===== src/rtl/door_sequencer.sv =====
// -----------------------------------------------------------------------------
// door_sequencer
//   Shares the door controller's single Activate input among N_REQ requesters
//   using round-robin arbitration. Issues an automatic close once the door has
//   been open and idle for HOLD_CYC cycles. Supervises motor start and travel
//   time with watchdogs.
//
// Ports
//   CLK        in   clock, rising edge
//   RST        in   asynchronous active-high reset
//   Req        in   [N_REQ] level requests, each held until granted
//   Up_Max     in   door fully open sensor
//   Dn_Max     in   door fully closed sensor
//   Up_M/Dn_M  in   motor running indications from the door controller
//   Fault_Clr  in   supervisor fault clear (level)
//   Activate   out  one-cycle pulse to the door controller
//   Grant      out  [N_REQ] one-hot, coincident with Activate (0 = auto-close)
//   Busy       out  movement in progress
//   Fault      out  sticky fault flag
// -----------------------------------------------------------------------------
module door_sequencer #(
    parameter int N_REQ      = 4,
    parameter int CNT_W      = 16,
    parameter int HOLD_CYC   = 1000,
    parameter int TRAVEL_MAX = 5000,
    parameter int AUTO_EN    = 1
) (
    input  logic             CLK,
    input  logic             RST,
    input  logic [N_REQ-1:0] Req,
    input  logic             Up_Max,
    input  logic             Dn_Max,
    input  logic             Up_M,
    input  logic             Dn_M,
    input  logic             Fault_Clr,
    output logic             Activate,
    output logic [N_REQ-1:0] Grant,
    output logic             Busy,
    output logic             Fault
);

    localparam int LW = (N_REQ > 1) ? $clog2(N_REQ) : 1;
    localparam logic [CNT_W-1:0] HOLD_LAST = CNT_W'(HOLD_CYC - 1);
    localparam logic [CNT_W-1:0] TRAV_LAST = CNT_W'(TRAVEL_MAX);
    localparam logic [LW-1:0]    LAST_RST  = LW'(N_REQ - 1);

    typedef enum logic [2:0] {
        S_IDLE,
        S_ISSUE,
        S_WAIT_START,
        S_TRAVEL,
        S_FAULT
    } state_t;

    state_t           state_q, state_d;
    logic [N_REQ-1:0] winner_q, winner_d;
    logic [LW-1:0]    last_q, last_d;
    logic [CNT_W-1:0] hold_q, hold_d;
    logic [CNT_W-1:0] trav_q, trav_d;
    logic             miss_q, miss_d;   // one start-watchdog cycle already elapsed

    logic             door_open, door_valid, motor_on;
    logic             pick_vld;
    logic [LW-1:0]    pick_idx;
    logic [LW-1:0]    cand;

    assign door_open  = Up_Max & ~Dn_Max;
    assign door_valid = Up_Max ^ Dn_Max;
    assign motor_on   = Up_M | Dn_M;

    // Round-robin pick: first set request starting just after the last winner.
    always_comb begin
        pick_vld = 1'b0;
        pick_idx = last_q;
        cand     = '0;
        for (int k = 1; k <= N_REQ; k++) begin
            cand = LW'((int'(last_q) + k) % N_REQ);
            if (!pick_vld && Req[cand]) begin
                pick_vld = 1'b1;
                pick_idx = cand;
            end
        end
    end

    always_comb begin
        state_d  = state_q;
        winner_d = winner_q;
        last_d   = last_q;
        hold_d   = '0;          // hold counter only survives while counting in IDLE
        trav_d   = trav_q;
        miss_d   = miss_q;
        unique case (state_q)
            S_IDLE: begin
                if (Up_Max && Dn_Max) begin
                    state_d = S_FAULT;
                end else if (door_valid) begin
                    if (pick_vld) begin
                        // A request beats a simultaneous auto-close expiry.
                        winner_d           = '0;
                        winner_d[pick_idx] = 1'b1;
                        last_d             = pick_idx;
                        state_d            = S_ISSUE;
                    end else if (AUTO_EN != 0 && door_open) begin
                        if (hold_q == HOLD_LAST) begin
                            winner_d = '0;
                            state_d  = S_ISSUE;
                        end else begin
                            hold_d = hold_q + CNT_W'(1);
                        end
                    end
                end
            end
            S_ISSUE: begin
                miss_d  = 1'b0;
                state_d = S_WAIT_START;
            end
            S_WAIT_START: begin
                if (motor_on) begin
                    trav_d  = '0;
                    state_d = S_TRAVEL;
                end else if (miss_q) begin
                    state_d = S_FAULT;
                end else begin
                    miss_d = 1'b1;
                end
            end
            S_TRAVEL: begin
                // Motor-off takes priority over watchdog expiry.
                if (!motor_on) begin
                    state_d = S_IDLE;
                end else if (trav_q == TRAV_LAST) begin
                    state_d = S_FAULT;
                end else begin
                    trav_d = trav_q + CNT_W'(1);
                end
            end
            S_FAULT: begin
                if (Fault_Clr) state_d = S_IDLE;
            end
            default: state_d = S_IDLE;
        endcase
    end

    always_ff @(posedge CLK or posedge RST) begin
        if (RST) begin
            state_q  <= S_IDLE;
            winner_q <= '0;
            last_q   <= LAST_RST;
            hold_q   <= '0;
            trav_q   <= '0;
            miss_q   <= 1'b0;
        end else begin
            state_q  <= state_d;
            winner_q <= winner_d;
            last_q   <= last_d;
            hold_q   <= hold_d;
            trav_q   <= trav_d;
            miss_q   <= miss_d;
        end
    end

    // Outputs decode registered state only.
    assign Activate = (state_q == S_ISSUE);
    assign Grant    = (state_q == S_ISSUE) ? winner_q : '0;
    assign Busy     = (state_q == S_ISSUE) || (state_q == S_WAIT_START) || (state_q == S_TRAVEL);
    assign Fault    = (state_q == S_FAULT);

endmodule


===== config.mk =====
export PLATFORM = sky130hd
export DESIGN_NAME = door_sequencer
export DESIGN_NICKNAME = d
export VERILOG_FILES = /design/src/rtl/door_sequencer.sv
export SDC_FILE = /design/constraint.sdc
export NUM_CORES = 1
export LEC_CHECK = 0
export CORE_MARGIN = 3
export CORE_UTILIZATION = 50
export DETAILED_ROUTE_END_ITERATION = 12
export PLACE_DENSITY_LB_ADDON = 0.25
export SYNTH_ARGS = -nofsm -noshare
export SYNTH_HDL_FRONTEND = slang
export SYNTH_SLANG_ARGS = --single-unit

===== constraint.sdc =====
create_clock -name CLK -period 4.3 [get_ports CLK]
set_input_delay 0.645 -clock CLK [delete_from_list [all_inputs] [get_ports CLK]]
set_output_delay 0.645 -clock CLK [all_outputs]
set_load 0.005 [all_outputs]

==> results_dict.tcl <==
set metrics [dict create \
    clock_skew_ns 0.008598 \
    drv_slew 0 \
    cts_tree "done" \
    drc 0 \
    wl_per_cell_um 14.51 \
    grt_max_degree 43 \
    gp_congestion 0.7738 \
    async_flop_share 1.000 \
    synthCells 267 \
    worst_pin_slew_ns 0.8681 \
    hold_viol_final 0 \
    htree_levels 2 \
    chipHeight_um 75.30 \
    vias 1961 \
    cp_slowest_cell "dfrtp_1" \
    drive_above_1_share 0.05300 \
    grt_pass1_vias 1781 \
    fin_crit_sh 0.6506 \
    run_status "completed" \
    r2r_start "hold_q[0]$_DFF_PP0_" \
    pwr-share-seq 0.459 \
    grt_overflow_total 0 \
    avgSynthCellArea_um2 8.993 \
    ys_ff_latch 42 \
    std_cell_rows 24 \
    ant_nets 0 \
    cpPeakStageDelay_ns 0.60 \
    first_pass_iters 4 \
    yosysWarnings 0 \
    maxCapViolCount 0 \
    cts_setup_buffers 0 \
    cts_sinks 42 \
    drt_iter0_markers 181 \
    crit_end "Grant[0]" \
    post_cts_resized 0 \
    synthFlopType "dfrtp_1" \
    relSlewSlack 0.4168 \
    wl_mm 4.862 \
    syn_area_um2 2401 \
    fin_area_um2 2701 \
    path_max_fanout 13 \
    sw_frac_of_total 0.3279 \
    cp_data_required_time_ns 3.65 \
    worst_ep_arrival_time_ns 2.15 \
    initial_core_util 0.5331 \
    p_int_w 0.0007725 \
    hold_path.class "register to register" \
    rsz0062_at_grt "no" \
    power_density_nw_per_um2 425.5 \
    design.portCount 18 \
    pwr-share-comb 0.270 \
    die_width_um 75.30 \
    synthToLayoutAreaGrowth_pct 12.51 \
    cts_buffers 5 \
    crit_path_cell_trace "nand2b_1 -> nor2_1 -> and2_1 -> clkdlybuf4s50_1" \
    grt_util_all_layers 0.1888 \
    n_antenna_cell 0 \
    r2r_slack_ns 2.10 \
    port_buffers 17 \
    hold_ws_ns 0.5005 \
    ctsHoldBuffers 0 \
    crit_path_start "state_q[0]$_DFFE_PP0P_" \
    fp.coreArea_um2 4504 \
    dieArea_um2 5669 \
    hpwl_mm 3.376 \
    cts_buffer_depth 2 \
    syn_nets 284 \
    r2r_cells 5 \
    timing.setup.tns_ns 0 \
    setup_viol 0 \
    synth_cell_types 46 \
    grt_pass1_wl_mm 8.245 \
    setup.worst_path.start_class "register" \
    clk_pin_slew_ns 0.08 \
    fmax_mhz 357.4 \
    holdCritStartpoint "winner_q[1]$_DFFE_PP0P_" \
    cts_root_buf "clkbuf_8" \
    fin_crit_ns 2.798 \
    nets 299 \
    vias_per_cell 5.854 \
    switching_power_w 0.0003770 \
    vdd_ir_drop_max_mv 0.2787 \
    ys_seq_area_frac 0.4388 \
    pwr-share-clk 0.271 \
    synth_edf_count 0 \
    power_leakage_nw 1.053 \
    timing.rr.end "hold_q[2]$_DFF_PP0_" \
    critical_path_class "register to output port" \
    crit_path_end_kind "output port" \
    antenna_found_initial 0 \
    place_area_um2 2595 \
    clk_latency_ns 0.30 \
]
placed cells by master (no fill, tap or decap), types with 3 or more instances in the layout:
cell	count
nand3_1	15
nand2_1	17
dfrtp_1	40
nor4_1	9
clkdlybuf4s50_1	17
inv_1	14
buf_4	3
or4_1	3
ha_1	6
and2_1	5
clkbuf_8	5
xnor2_1	16
nor2_1	31
a21oi_1	11
nor3_1	9
mux2i_1	4
nand2b_1	4
or3_1	9
nand4_1	10
o21ai_0	16
power groups by stage:
stage                     logic, W  clock network, W  registers (W)
final                     0.000310          0.000312       0.000527
after global routing      0.000353          0.000327       0.000540
after CTS                 0.000313          0.000309       0.000526
after detailed placement  0.000312                 0       0.000533
after global placement    0.000305                 0       0.000534
after floorplan           0.000245                 0       0.000483
flip-flops by register name, indices dropped and copies added, names as in the netlist:
| register | count |
|---|---|
| hold_q | 16 |
| trav_q | 16 |
| winner_q | 4 |
| state_q | 3 |
| last_q | 2 |
| miss_q | 1 |
worst min path at each step:
| stage | endpoint | cells past startpoint |
|---|---|---|
| after detailed placement | winner_q[3]$_DFFE_PP0P_ | 1 |
| after floorplan | winner_q[1]$_DFFE_PP0P_ | 1 |
| after global placement | winner_q[1]$_DFFE_PP0P_ | 1 |
| after CTS | winner_q[3]$_DFFE_PP0P_ | 1 |
| final | winner_q[1]$_DFFE_PP0P_ | 1 |
| after global routing | winner_q[3]$_DFFE_PP0P_ | 1 |
metal layers:
layer / up-vias / share of wire / GRT usage / wire, um
met5: - / 0 / 0 / 0
met3: 9 / 0.047 / 0.04881 / 229
met4: 0 / 0.019 / 0.05825 / 92
li1: 978 / - / - / -
met1: 922 / 0.48 / 0.2663 / 2345
met2: 52 / 0.45 / 0.2867 / 2195
cells by family (layout without fill, tap and decap cells):
family / Yosys count / in the layout / synth area share
fa+ha+maj: 6 / 6 / 0.03127
xor+xnor: 18 / 18 / 0.06566
flops: 42 / 42 / 0.4388
simple gates: 128 / 128 / 0.2876
buf+inv: 26 / 42 / 0.04846
compound gates: 42 / 42 / 0.1068
mux: 5 / 5 / 0.02137
worst max-delay path: cells and delay by family (launching register included):
family,cells,cell delay (ns)
buffers and inverters,1,0.51
and+or+nand+nor,3,0.74
DFF,1,0.60
layout make-up:
type	instances	area, um2
Fill cell	389	1803
Timing Repair Buffer	20	192.7
Clock inverter	1	30.03
Tap cell	52	65.06
Inverter	14	52.55
Multi-Input combinational cell	199	1231
Clock buffer	7	76.32
Sequential cell	42	1054
per-stage QoR:
step           total power (W)  std cells    util  setup slack (ns)
2_1_floorplan        0.0007280        267       -             2.159
3_3_place_gp         0.0008390        327  0.5761             1.522
5_1_grt               0.001219        335  0.5997             1.294
3_5_place_dp         0.0008450        327  0.5761             1.473
6_report              0.001149        335  0.5997             1.502
4_1_cts               0.001149        335  0.5997             1.461
cell usage after synthesis (all sizes together) (2+ instances only):
cell type   n  area share
a21oi      11       0.023
a22o        2      0.0073
a311oi      2      0.0073
a31oi       2      0.0052
and2        5       0.013
buf         2       0.011
clkbuf     10       0.016
dfrtp      40        0.42
dfstp       2       0.022
ha          6       0.031
inv        14       0.022
mux2i       4       0.017
nand2      17       0.027
nand2b      4       0.010
nand3      15       0.031
nand4      10       0.026
nor2       31       0.048
nor2b       2      0.0052
nor3        9       0.019
nor4        9       0.023
nor4b       2      0.0073
o21ai      16       0.033
o2bb2ai     2      0.0073
o31ai       2      0.0063
or3         9       0.023
or4         4       0.014
or4b        3       0.013
xnor2      16       0.058
xor2        2      0.0073
(Power assumes the default switching activity.)
